==> src/rtl/floppy_sector_stream_pkg.sv <==
// ---------------------------------------------------------------------------
// floppy_pkg
// Shared definitions for the floppy sector streamer:
//   - state_t       : stream FSM states
//   - KIND_*        : out_kind codes for the stream bytes
//   - AM_*          : address-mark bytes that seed the field CRCs
//   - CRC_POLY/INIT : CRC-16-CCITT constants
//   - ID_LEN        : number of bytes in the ID field including its CRC
//   - crc16_byte    : one byte of MSB-first CCITT update
//   - crc16_mark_preset : CRC value after the address mark of a field
// ---------------------------------------------------------------------------
package floppy_pkg;

  typedef enum logic [1:0] {
    ST_IDLE = 2'd0,
    ST_HDR  = 2'd1,
    ST_DATA = 2'd2,
    ST_DCRC = 2'd3
  } state_t;

  localparam logic [1:0] KIND_ID    = 2'd0;
  localparam logic [1:0] KIND_IDCRC = 2'd1;
  localparam logic [1:0] KIND_DATA  = 2'd2;
  localparam logic [1:0] KIND_DCRC  = 2'd3;

  localparam logic [7:0] AM_SYNC = 8'hA1;
  localparam logic [7:0] AM_ID   = 8'hFE;
  localparam logic [7:0] AM_DATA = 8'hFB;

  localparam logic [15:0] CRC_POLY = 16'h1021;
  localparam logic [15:0] CRC_INIT = 16'hFFFF;

  localparam int ID_LEN = 6;

  // Byte-wide MSB-first CCITT step: fold the byte into the top and shift 8x.
  function automatic logic [15:0] crc16_byte(input logic [15:0] crc,
                                             input logic [7:0]  data);
    logic [15:0] c;
    c = crc ^ {data, 8'h00};
    for (int i = 0; i < 8; i++) begin
      c = c[15] ? ({c[14:0], 1'b0} ^ CRC_POLY) : {c[14:0], 1'b0};
    end
    return c;
  endfunction

  // MFM fields are preceded by three A1 sync marks before the FE/FB mark;
  // SD fields only carry the FE/FB mark.
  function automatic logic [15:0] crc16_mark_preset(input logic       mfm,
                                                    input logic [7:0] mark);
    logic [15:0] c;
    c = CRC_INIT;
    if (mfm) begin
      for (int i = 0; i < 3; i++) begin
        c = crc16_byte(c, AM_SYNC);
      end
    end
    c = crc16_byte(c, mark);
    return c;
  endfunction

endpackage

==> src/rtl/floppy_sector_stream_crc16.sv <==
// ---------------------------------------------------------------------------
// floppy_crc16
// Byte-wide CRC-16-CCITT accumulator.
//   clk      in   system clock
//   reset_n  in   asynchronous active-low reset, register returns to 0xFFFF
//   init     in   load init_val (wins over en)
//   init_val in   16-bit value loaded on init
//   en       in   fold data into the CRC this clk
//   data     in   8-bit data byte
//   crc      out  current CRC register
// ---------------------------------------------------------------------------
module floppy_crc16
  import floppy_pkg::*;
(
  input  logic        clk,
  input  logic        reset_n,
  input  logic        init,
  input  logic [15:0] init_val,
  input  logic        en,
  input  logic [7:0]  data,
  output logic [15:0] crc
);

  logic [15:0] r_crc;

  always_ff @(posedge clk or negedge reset_n) begin
    if (!reset_n) begin
      r_crc <= CRC_INIT;
    end else if (init) begin
      r_crc <= init_val;
    end else if (en) begin
      r_crc <= crc16_byte(r_crc, data);
    end
  end

  assign crc = r_crc;

endmodule

==> src/rtl/floppy_sector_stream.sv <==
// ---------------------------------------------------------------------------
// floppy_sector_stream
// Turns the drive's sector_hdr/sector_data windows into the ordered FDC read
// stream: ID field (track, side, sector, size code, CRC), sector data from
// the sector buffer, then the data CRC. Also requests the buffer fetch for
// the sector now under the head.
//
// Build option: define FLOPPY_STREAM_CRC_EN to include the CRC generator;
// without it the CRC bytes are emitted as 0x00 with the same timing.
//
// Ports:
//   clk, reset_n       clock, asynchronous active-low reset
//   dclk_en            drive byte tick (one clk wide)
//   sector_hdr/_data   drive header / data windows
//   track, sector, side, size_code, sector_len, density   sector geometry
//   req, req_track, req_sector   buffer fetch request
//   buf_ready, buf_rd, buf_addr, buf_din   sector buffer read port
//   out_valid, out_data, out_kind, out_last   stream byte output
//   miss               buffer was not ready at the first data byte
//
// Drive byte ticks are assumed to be at least two clks apart: a data byte
// reaches the CRC one clk after its tick.
// ---------------------------------------------------------------------------
module floppy_sector_stream
  import floppy_pkg::*;
#(
  parameter int SECT_AW = 11
) (
  input  logic               clk,
  input  logic               reset_n,
  input  logic               dclk_en,
  input  logic               sector_hdr,
  input  logic               sector_data,
  input  logic [7:0]         track,
  input  logic [4:0]         sector,
  input  logic               side,
  input  logic [1:0]         size_code,
  input  logic [10:0]        sector_len,
  input  logic [1:0]         density,
  output logic               req,
  output logic [7:0]         req_track,
  output logic [4:0]         req_sector,
  input  logic               buf_ready,
  output logic               buf_rd,
  output logic [SECT_AW-1:0] buf_addr,
  input  logic [7:0]         buf_din,
  output logic               out_valid,
  output logic [7:0]         out_data,
  output logic [1:0]         out_kind,
  output logic               out_last,
  output logic               miss
);

  state_t      r_state, w_stNext;
  logic [10:0] r_idx, w_idxNext;
  logic        r_hdrPrev;
  logic        r_miss, r_req;
  logic [7:0]  r_reqTrack;
  logic [4:0]  r_reqSector;
  logic        r_outValid, r_outLast, r_outFromBuf;
  logic [1:0]  r_outKind;
  logic [7:0]  r_outByte;

  logic        w_hdrRise, w_lastData;
  logic        w_emit, w_fromBuf, w_last, w_bufRd;
  logic        w_startHdr, w_setMiss, w_crcInit;
  logic [1:0]  w_kind;
  logic [7:0]  w_byte, w_crcMark;
  logic [15:0] w_crc;

  assign w_hdrRise  = sector_hdr && !r_hdrPrev;
  assign w_lastData = (r_idx == (sector_len - 11'd1));

  // State, byte index and header-edge history advance only on drive ticks.
  always_ff @(posedge clk or negedge reset_n) begin
    if (!reset_n) begin
      r_state   <= ST_IDLE;
      r_idx     <= 11'd0;
      r_hdrPrev <= 1'b0;
    end else if (dclk_en) begin
      r_state   <= w_stNext;
      r_idx     <= w_idxNext;
      r_hdrPrev <= sector_hdr;
    end
  end

  // Next state and the byte consumed on this tick. Nothing here is active
  // without dclk_en, which keeps the FSM frozen while the motor is off.
  always_comb begin
    w_stNext   = r_state;
    w_idxNext  = r_idx;
    w_emit     = 1'b0;
    w_kind     = KIND_ID;
    w_byte     = 8'h00;
    w_fromBuf  = 1'b0;
    w_last     = 1'b0;
    w_bufRd    = 1'b0;
    w_startHdr = 1'b0;
    w_setMiss  = 1'b0;
    w_crcInit  = 1'b0;
    w_crcMark  = AM_ID;
    if (dclk_en) begin
      unique case (r_state)
        ST_IDLE: begin
          if (sector_hdr) begin
            w_startHdr = 1'b1;
          end
        end
        ST_HDR: begin
          w_emit = 1'b1;
          w_kind = (r_idx >= 11'(ID_LEN - 2)) ? KIND_IDCRC : KIND_ID;
          case (r_idx[2:0])
            3'd0:    w_byte = track;
            3'd1:    w_byte = {7'd0, side};
            3'd2:    w_byte = {3'd0, sector};
            3'd3:    w_byte = {6'd0, size_code};
            3'd4:    w_byte = w_crc[15:8];
            default: w_byte = w_crc[7:0];
          endcase
          if (r_idx == 11'(ID_LEN - 1)) begin
            // The lo CRC byte is already captured, so the data-field
            // preset can be loaded on this same tick.
            w_last    = 1'b1;
            w_stNext  = ST_DATA;
            w_idxNext = 11'd0;
            w_crcInit = 1'b1;
            w_crcMark = AM_DATA;
          end else begin
            w_idxNext = r_idx + 11'd1;
          end
        end
        ST_DATA: begin
          if (w_hdrRise) begin
            w_startHdr = 1'b1;
          end else if (sector_data) begin
            w_emit = 1'b1;
            w_kind = KIND_DATA;
            // Readiness is judged once, at the first byte; a miss zero-fills
            // the rest of the sector.
            if (r_idx == 11'd0) begin
              w_bufRd   = buf_ready;
              w_fromBuf = buf_ready;
              w_setMiss = !buf_ready;
            end else begin
              w_bufRd   = !r_miss;
              w_fromBuf = !r_miss;
            end
            if (w_lastData) begin
              w_last    = 1'b1;
              w_stNext  = ST_DCRC;
              w_idxNext = 11'd0;
            end else begin
              w_idxNext = r_idx + 11'd1;
            end
          end else if (r_idx != 11'd0) begin
            // Data window closed early: drop the field without CRC bytes.
            w_stNext  = ST_IDLE;
            w_idxNext = 11'd0;
          end
        end
        ST_DCRC: begin
          if (w_hdrRise) begin
            w_startHdr = 1'b1;
          end else begin
            w_emit = 1'b1;
            w_kind = KIND_DCRC;
            if (r_idx == 11'd0) begin
              w_byte    = w_crc[15:8];
              w_idxNext = 11'd1;
            end else begin
              w_byte    = w_crc[7:0];
              w_last    = 1'b1;
              w_stNext  = ST_IDLE;
              w_idxNext = 11'd0;
            end
          end
        end
        default: begin
          w_stNext  = ST_IDLE;
          w_idxNext = 11'd0;
        end
      endcase
      if (w_startHdr) begin
        w_stNext  = ST_HDR;
        w_idxNext = 11'd0;
        w_crcInit = 1'b1;
        w_crcMark = AM_ID;
      end
    end
  end

  // Registered stream outputs, request and miss flag: all land one clk
  // after the tick that produced them.
  always_ff @(posedge clk or negedge reset_n) begin
    if (!reset_n) begin
      r_outValid   <= 1'b0;
      r_outLast    <= 1'b0;
      r_outFromBuf <= 1'b0;
      r_outKind    <= KIND_ID;
      r_outByte    <= 8'h00;
      r_req        <= 1'b0;
      r_reqTrack   <= 8'h00;
      r_reqSector  <= 5'd0;
      r_miss       <= 1'b0;
    end else begin
      r_outValid   <= w_emit;
      r_outLast    <= w_emit && w_last;
      r_outFromBuf <= w_emit && w_fromBuf;
      r_req        <= w_startHdr;
      if (w_emit) begin
        r_outByte <= w_byte;
        r_outKind <= w_kind;
      end
      if (w_startHdr) begin
        r_reqTrack  <= track;
        r_reqSector <= sector;
        r_miss      <= 1'b0;
      end else if (w_setMiss) begin
        r_miss <= 1'b1;
      end
    end
  end

`ifdef FLOPPY_STREAM_CRC_EN
  logic        w_crcEn;
  logic [15:0] w_crcPreset;

  // The CRC follows the emitted stream itself, so buffer bytes are folded
  // in during the clk they appear on buf_din.
  assign w_crcEn     = r_outValid && ((r_outKind == KIND_ID) || (r_outKind == KIND_DATA));
  assign w_crcPreset = crc16_mark_preset(density != 2'd0, w_crcMark);

  floppy_crc16 u_crc (
    .clk      (clk),
    .reset_n  (reset_n),
    .init     (w_crcInit),
    .init_val (w_crcPreset),
    .en       (w_crcEn),
    .data     (out_data),
    .crc      (w_crc)
  );
`else
  logic w_unusedCrcInputs;
  assign w_unusedCrcInputs = ^{density, w_crcInit, w_crcMark};
  assign w_crc             = 16'h0000;
`endif

  assign req        = r_req;
  assign req_track  = r_reqTrack;
  assign req_sector = r_reqSector;
  assign buf_rd     = w_bufRd;
  assign buf_addr   = SECT_AW'(r_idx);
  assign out_valid  = r_outValid;
  assign out_data   = r_outFromBuf ? buf_din : r_outByte;
  assign out_kind   = r_outKind;
  assign out_last   = r_outLast;
  assign miss       = r_miss;

endmodule

==> config.mk <==
export PLATFORM = sky130hd
export DESIGN_NAME = floppy_sector_stream
export DESIGN_NICKNAME = d
export VERILOG_FILES = /design/src/rtl/floppy_sector_stream_pkg.sv /design/src/rtl/floppy_sector_stream_crc16.sv /design/src/rtl/floppy_sector_stream.sv
export SDC_FILE = /design/constraint.sdc
export NUM_CORES = 1
export LEC_CHECK = 0
export BUFFER_PORTS_ARGS = -buffer_cell sky130_fd_sc_hd__buf_2
export CAP_MARGIN = 5
export CORE_UTILIZATION = 30
export DETAILED_ROUTE_END_ITERATION = 8
export GPL_TIMING_DRIVEN = 0
export PLACE_DENSITY_LB_ADDON = 0.25
export SETUP_SLACK_MARGIN = 0.05
export SLEW_MARGIN = 20
export SYNTH_ARGS = -nofsm -noshare
export SYNTH_HDL_FRONTEND = slang
export SYNTH_HIERARCHICAL = 1
export SYNTH_SLANG_ARGS = --single-unit
==> constraint.sdc <==
create_clock -name clk -period 3.5 [get_ports clk]
set_clock_uncertainty 0.2 [all_clocks]
set_input_delay 0.175 -clock clk [delete_from_list [all_inputs] [get_ports clk]]
set_output_delay 0.175 -clock clk [all_outputs]
set_load 0.01 [all_outputs]
==> results.tsv, run 1 <==
metric	value	unit
mostFrequentLayoutCell	buf_2	
endpoint_kind	flop	
crit_fanout	10	
grt_max_degree	43	
grt_util_all_layers	16.3	%
avgSynthCellArea	9.50	um^2
placed_area	3330	um^2
ys_warn_count	6	
synthArstFlopShare	100	%
drtPass1Iterations	4	
finalCriticalPeriod	3.14	ns
worst_hold_path_type	in -> reg	
ys.flop_type	dfrtp_1	
drive_gt1_share	32.6	%
power.leakage	0.00162	uW
root_buffer	clkbuf_8	
core	8890	um^2
final-max-slew-violation-count	0	
stdcell_area	3610	um^2
arrival	3.11	ns
tightestPinTransition	0.575	ns
yosys.area.top_type_share	37.4	%
grt_pass1_vias	2502	
ir_worst_vdd	313	uV
rsz0062_at_grt	false	
avgViaCountPerCell	5.26	
dp.cells	481	
crit_type	reg -> reg	
clock_sinks	42	
clock_latency	0.30	ns
drc	0	
cts_buffer_depth	2	
ys_ff_latch	42	
synth_edf_count	0	
drtIter0Drc	116	
n_fill_cell	868	
ant_nets	0	
io_pins	82	
path_clk_slew	0.09	ns
place_congestion	0.767	
setup_viol_count_final	0	
layout_common_cells	81 x buf_2, 42 x dfrtp_1, 32 x nand2_1, 22 x mux2_2, 18 x dlygate4sd3_1	
max_cap_viol_count	0	
wl_per_cell	14.9	um
drt-total-wl	7570	um
die_area	9770	um^2
slew_headroom	61.7	%
die_w	98.8	um
run_status	completed	
vias	2668	
finalHoldViolations	0	
nets	452	
io_buffers	77	
die_h	98.8	um
post-route-period-util	89.8	%
crit_required	3.47	ns
finalSetupTns	0	ns
cts_tree	yes	
syn_nets	350	
seq_area_frac_synth	37.4	%
syn2layout_area_growth	28.5	%
rows	34	
synth_area_leaders	dfrtp_1 37%, mux2_2 8.8%, ha_1 4.9%	
cp-start-kind	flop	
grt_pass1_wl	12600	um
synth_cell_types	58	
yosysTopAreaCell	dfrtp_1	
dp_hpwl	5640	um
fin_cells	507	
maxClockFrequency	318	MHz
syn_area	2810	um^2
overflow	0	
cts_buffers	5	
p_per_area	762	nW/um^2
htree_levels	2	
antenna_found_initial	0	
initial_core_util	31.6	%
diodes	0	
syn_inst	296	
[per-stage QoR]
step                      setup slack [ns]  util [%]  hold slack [ns]  power (uW)
after floorplan                      0.885         -           -0.321        1920
after global placement               0.337      37.5            0.187        2400
after detailed placement             0.283      37.5            0.189        2420
after CTS                            0.271      40.5           0.0824        2770
after global routing                0.0565      40.7            0.119        2990
final                                0.358      40.7           0.0875        2750
[area by class of cell]
type                       instances  area, um^2  area share [%]
multi-input combinational        222        1630            45.2
sequential                        42        1050            29.1
timing repair buffer              95         568            15.7
tap                              108         135            3.74
buffer                            19        92.6            2.56
clock buffer                       6        72.6            2.01
inverter                          13        48.8            1.35
clock inverter                     2        13.8           0.381
[final timing paths]
check	startpoint	to	slack, ns	cells after the start
min reg2reg	r_outByte[7]	r_outByte[7]	0.28	2
max in group asynchronous	reset_n	buf_addr[10]	2.50	2
min	size_code[1]	r_outByte[1]	0.09	3
max	buf_addr[0]	r_state[1]	0.36	10
min in group asynchronous	reset_n	r_outByte[7]	0.19	2
max reg2reg	buf_addr[0]	r_state[1]	0.36	10
[power by group]
group	internal, uW	total (uW)	switching (uW)
sequential	696	861	165
clock	141	317	176
combinational	692	1580	884
total	1530	2750	1230
[cells by family (layout without fill, tap and decap cells)]
logic type / after synthesis / in the layout / synth area share (%)
multiplexers: 23 / 23 / 9.16
adder cells (fa/ha/maj): 11 / 11 / 4.89
buffers and inverters: 32 / 135 / 5.03
flip-flops: 42 / 42 / 37.4
XOR/XNOR: 12 / 12 / 3.74
AO/OA/AOI/OAI: 77 / 77 / 21.5
AND/OR/NAND/NOR: 99 / 99 / 18.3
[sequential cells by signal, summed over array words and instances, names as in the netlist]
name and count:
buf_addr 11, miss 1, out_kind 2, out_last 1, out_valid 1, r_hdrPrev 1
r_outByte 8, r_outFromBuf 1, r_state 2, req 1, req_sector 5, req_track 8
[Yosys cell counts (all sizes together), types with 2 or more instances]
library cell and instances:
nor2 11, nor3 8, o2111ai 2, nor2b 3
or2 4, o21ai 12, and2 3, o31ai 13
o211ai 2, or4 3, a22o 2, nand4 2
a21oi 5, a211oi 6, or3 10, a221oi 8
nor4 4, nand2 33, clkbuf 10, nand3 10
inv 13, xnor2 10, buf 9, dfrtp 42
a21o 8, nand2b 4, ha 11, mux2 22
xor2 2, a22oi 6
[critical path: stages (launching register included)]
cell	delay [ns]
dfrtp_1	0.50
inv_1	0.13
ha_1	0.14
buf_1	0.32
nand4_1	0.38
o21a_1	0.29
o211ai_2	0.35
buf_2	0.28
a2111oi_0	0.09
a22oi_1	0.21
o31ai_1	0.10
[what timing repair did]
item | 4_1_cts | 5_1_grt
gates resized for setup | 0 | 2
buffers inserted | 0 | 0
setup endpoints to repair | 0 | 12
hold buffers | 18 | 0
hold endpoints to repair | 60 | 0
[routing by layer]
metal  GRT usage (%)  vias to the layer above  wire [um]
met3            2.41                        9        318
met5               0                        -          0
met1            23.4                     1272       3740
met2            25.2                       85       3420
li1                -                     1302          -
met4            5.05                        0         92
Note: power is estimated with default switching activity, not from simulation.
==> run 2, diff against run 1 <==
Settings changed: MAX_ROUTING_LAYER set to met4.
==> run 2 against run 1 <==
Non-clock buffer count unchanged. Critical path type unchanged. Utilization unchanged. Sequential power about the same. Count of clock-buffer cells in the layout unchanged. Critical path depth unchanged.
==> results.tsv, run 2 (synthesized netlist as in run 1, its figures left out) <==
metric	value	unit
run_status	completed	
mostFrequentLayoutCell	buf_2	
power.leakage	0.00162	uW
crit_required	3.47	ns
crit_type	reg -> reg	
drc	0	
p_total	2750	uW
die_w	98.8	um
die_area	9770	um^2
wl_per_cell	14.9	um
grt_max_degree	43	
io_pins	82	
endpoint_kind	flop	
rsz0062_at_grt	false	
cts_buffer_depth	2	
r2r_setup_slack	0.36	ns
hold_end	r_outByte[1]	
hold_depth	3	
setup_viol_count_final	0	
grt_pass1_vias	2502	
overflow	0	
ir_worst_vdd	313	uV
final-max-slew-violation-count	0	
ant_nets	0	
die_h	98.8	um
dp_hpwl	5640	um
path_cells	inv_1, ha_1, buf_1, nand4_1, o21a_1, o211ai_2, buf_2, a2111oi_0, a22oi_1, o31ai_1	
root_buffer	clkbuf_8	
grt_util_all_layers	16.8	%
cp-start-kind	flop	
cpLargestDelayFamily	compound AO/OA/AOI/OAI gates	
grt_pass1_wl	12600	um
layout_common_cells	81 x buf_2, 42 x dfrtp_1, 32 x nand2_1, 22 x mux2_2, 18 x dlygate4sd3_1	
cts_buffers	5	
place_congestion	0.777	
diodes	0	
critPathSlowestCell	dfrtp_1	
finalHoldViolations	0	
seq_area	1050	um^2
r2r-start	buf_addr[0]	
antenna_found_initial	0	
core	8890	um^2
drt-total-wl	7570	um
arrival	3.11	ns
worst_hold_slack	0.0875	ns
worst_hold_path_type	in -> reg	
finalSetupTns	0	ns
cpPeakStageDelay	0.50	ns
post_cts_buffers	0	
p_per_area	762	nW/um^2
cts_tree	yes	
clock_latency	0.30	ns
tightestPinTransition	0.575	ns
drtPass1Iterations	4	
rr_endpoint	r_state[1]	
rows	34	
finalCriticalPeriod	3.14	ns
path_clk_slew	0.09	ns
cp_num_buf_inv	3	
multi_input_area	1630	um^2
initial_core_util	31.6	%
nets	452	
syn2layout_area_growth	28.5	%
drtIter0Drc	115	
largest_reg_flops	11	
maxClockFrequency	318	MHz
crit_fanout	10	
n_fill_cell	868	
htree_levels	2	
worstHoldStart	size_code[1]	
avgViaCountPerCell	5.26	
post-route-period-util	89.7	%
vias	2668	
io_buffers	77	
clock_sinks	42	
critPathLaunch	buf_addr[0]	
slew_headroom	61.7	%
drive_gt1_share	32.6	%
ff2ff_path_depth	10	
max_cap_viol_count	0	
==> run 2: timing repair <==
| action | in CTS | in global routing |
|---|---|---|
| hold buffers | 18 | 0 |
| hold endpoints to repair | 60 | 0 |
| setup endpoints to repair | 0 | 12 |
| gates resized for setup | 0 | 2 |
==> run 2: metal layers <==
layer  up-vias  GRT usage (%)  part of all wire (%)
met5         -              -                     0
met4         0           5.05                   1.1
met3         9           2.41                   4.2
met2        85           25.2                    45
met1      1272           23.4                    49
li1       1302              -                     -
==> run 2: worst min-delay path, stage by stage <==
cell	delay (ns)
buf_2	0.08
a222oi_1	0.12
o31ai_1	0.19
==> run 2: area by class of cell <==
type / count / area share, %
sequential: 42 / 29.1
inverter: 13 / 1.35
multi-input combinational: 222 / 45.2
tap: 108 / 3.74
clock inverter: 2 / 0.381
buffer: 19 / 2.56
timing repair buffer: 95 / 15.7
clock buffer: 6 / 2.01
==> run 2: stage by stage <==
step | area [um^2] | setup slack, ns | cells | utilization, %
3_5_place_dp | 3330 | 0.283 | 481 | 37.5
5_1_grt | 3610 | 0.0565 | 507 | 40.7
3_3_place_gp | 3330 | 0.337 | 481 | 37.5
6_report | 3610 | 0.359 | 507 | 40.7
2_1_floorplan | 2810 | 0.885 | 296 | -
4_1_cts | 3600 | 0.271 | 507 | 40.5
==> run 2: power breakdown <==
group / switching, uW / internal (uW) / leakage [uW]
clock network: 176 / 141 / 0.0000452
logic: 884 / 692 / 0.00106
registers: 165 / 696 / 0.000523
==> run 2: worst max path at each step <==
| stage | endpoint | cells past startpoint |
|---|---|---|
| finish | r_state[1] | 10 |
| global route | r_state[1] | 10 |
| CTS | r_state[1] | 9 |
| detailed placement | r_state[1] | 9 |
| global placement | r_state[1] | 9 |
| floorplan | r_state[1] | 9 |
==> run 3, diff against run 2 <==
Settings changed: CORE_ASPECT_RATIO set to 0.8.
==> run 3 against run 2 <==
Combinational power barely moved. Utilization rose by 0.053 points. Clock power up 63%. Largest power group unchanged.
==> results.tsv, run 3 (synthesized netlist as in run 1, its figures left out) <==
metric	value	unit
cts_tree	yes	
path_clk_slew	0.06	ns
drive_gt1_share	32.7	%
crit_type	reg -> reg	
p_sw	1240	uW
rows	31	
io_pins	82	
post-route-util	40.7	%
layout_common_cells	82 x buf_2, 42 x dfrtp_1, 32 x nand2_1, 22 x mux2_2, 15 x dlygate4sd3_1	
rsz0062_at_grt	false	
worst_hold_path_type	in -> reg	
core	9080	um^2
crit_required	3.49	ns
drtIter0Drc	210	
overflow	0	
critPathLaunch	buf_addr[0]	
max_cap_viol_count	0	
cp-start-kind	flop	
die_area	9770	um^2
root_buffer	clkbuf_16	
avgViaCountPerCell	5.13	
antenna_found_initial	0	
finalCriticalPeriod	3.09	ns
syn2layout_area_growth	31.4	%
grt_max_degree	43	
diodes	0	
clock_sinks	42	
finalHoldViolations	0	
vias	2628	
setup_viol_count_final	0	
drc	0	
maxClockFrequency	324	MHz
seqPwrFrac	29.0	%
drtPass1Iterations	4	
htree_levels	2	
intPower	1730	uW
post_cts_buffers	0	
finalSetupTns	0	ns
die_h	88.6	um
grt_pass1_vias	2499	
r2r_setup_slack	0.41	ns
io_buffers	77	
die_w	110	um
arrival	3.08	ns
mostFrequentLayoutCell	buf_2	
cts_buffer_depth	2	
slew_headroom	62.8	%
r2r-start	buf_addr[0]	
dp_hpwl	5870	um
place_congestion	0.846	
ir_worst_vdd	327	uV
final-max-slew-violation-count	0	
drt-total-wl	7840	um
pwr-share-comb	53.5	%
wl_per_cell	15.3	um
clock_power_share	17.5	%
tightestPinTransition	0.557	ns
nets	450	
power.leakage	0.00166	uW
crit_fanout	10	
run_status	completed	
p_per_area	802	nW/um^2
largest_reg_flops	11	
clock_latency	0.28	ns
initial_core_util	31.0	%
cts_buffers	5	
post-route-period-util	88.3	%
swShare	41.7	%
endpoint_kind	flop	
grt_pass1_wl	12600	um
worstHoldStart	dclk_en	
ant_nets	0	
grt_util_all_layers	17.6	%
run 3: power groups by stage:
stage / logic (uW) / registers (uW) / clock network (uW)
after detailed placement: 1560 / 866 / 0
after global placement: 1540 / 857 / 0
after floorplan: 1010 / 907 / 0
after global routing: 1760 / 892 / 553
final: 1590 / 861 / 518
after CTS: 1580 / 860 / 531
run 3: timing repair:
item | in CTS | in global routing
hold endpoints to repair | 57 | 0
resized for setup | 0 | 2
hold buffers | 15 | 0
endpoints found under the setup margin | 0 | 12
run 3: worst paths after layout:
| kind | end | cells past startpoint |
|---|---|---|
| max | buf_addr[0] | 10 |
| min | r_hdrPrev | 2 |
| max reg2reg | buf_addr[0] | 10 |
| min reg2reg | r_outByte[6] | 2 |
| max in group asynchronous | r_outFromBuf | 3 |
| min in group asynchronous | buf_addr[2] | 2 |
run 3: layout make-up:
type / count / area [um^2]
Buffer: 19 / 92.6
Clock buffer: 7 / 133
Clock inverter: 1 / 30.0
Fill cell: 939 / 5380
Inverter: 13 / 48.8
Multi-Input combinational cell: 222 / 1630
Sequential cell: 42 / 1050
Tap cell: 115 / 144
Timing Repair Buffer: 93 / 563
run 3: routing by layer:
layer / GRT usage [%] / up-vias / wire length (um)
met2: 26.9 / 86 / 3620
met1: 24.3 / 1238 / 3720
met3: 3.76 / 2 / 470
li1: - / 1302 / -
met4: 2.87 / 0 / 29
met5: - / - / 0
run 3: worst max-delay path, stage by stage, from the launching register on:
cell	delay [ns]
dfrtp_1	0.48
inv_1	0.12
ha_1	0.14
buf_1	0.31
nand4_1	0.39
o21a_1	0.30
o211ai_2	0.33
buf_2	0.29
buf_2	0.26
a21oi_1	0.09
o31ai_1	0.07
run 3: stage by stage:
| step | cells | hold WS [ns] | total power [uW] | area (um^2) | setup slack (ns) |
|---|---|---|---|---|---|
| floorplan | 296 | -0.321 | 1920 | 2810 | 0.885 |
| global placement | 488 | 0.183 | 2400 | 3340 | 0.291 |
| detailed placement | 488 | 0.198 | 2430 | 3340 | 0.251 |
| CTS | 511 | 0.0267 | 2970 | 3650 | 0.230 |
| global route | 512 | 0.0486 | 3210 | 3690 | 0.132 |
| finish | 512 | 0.0280 | 2960 | 3690 | 0.410 |
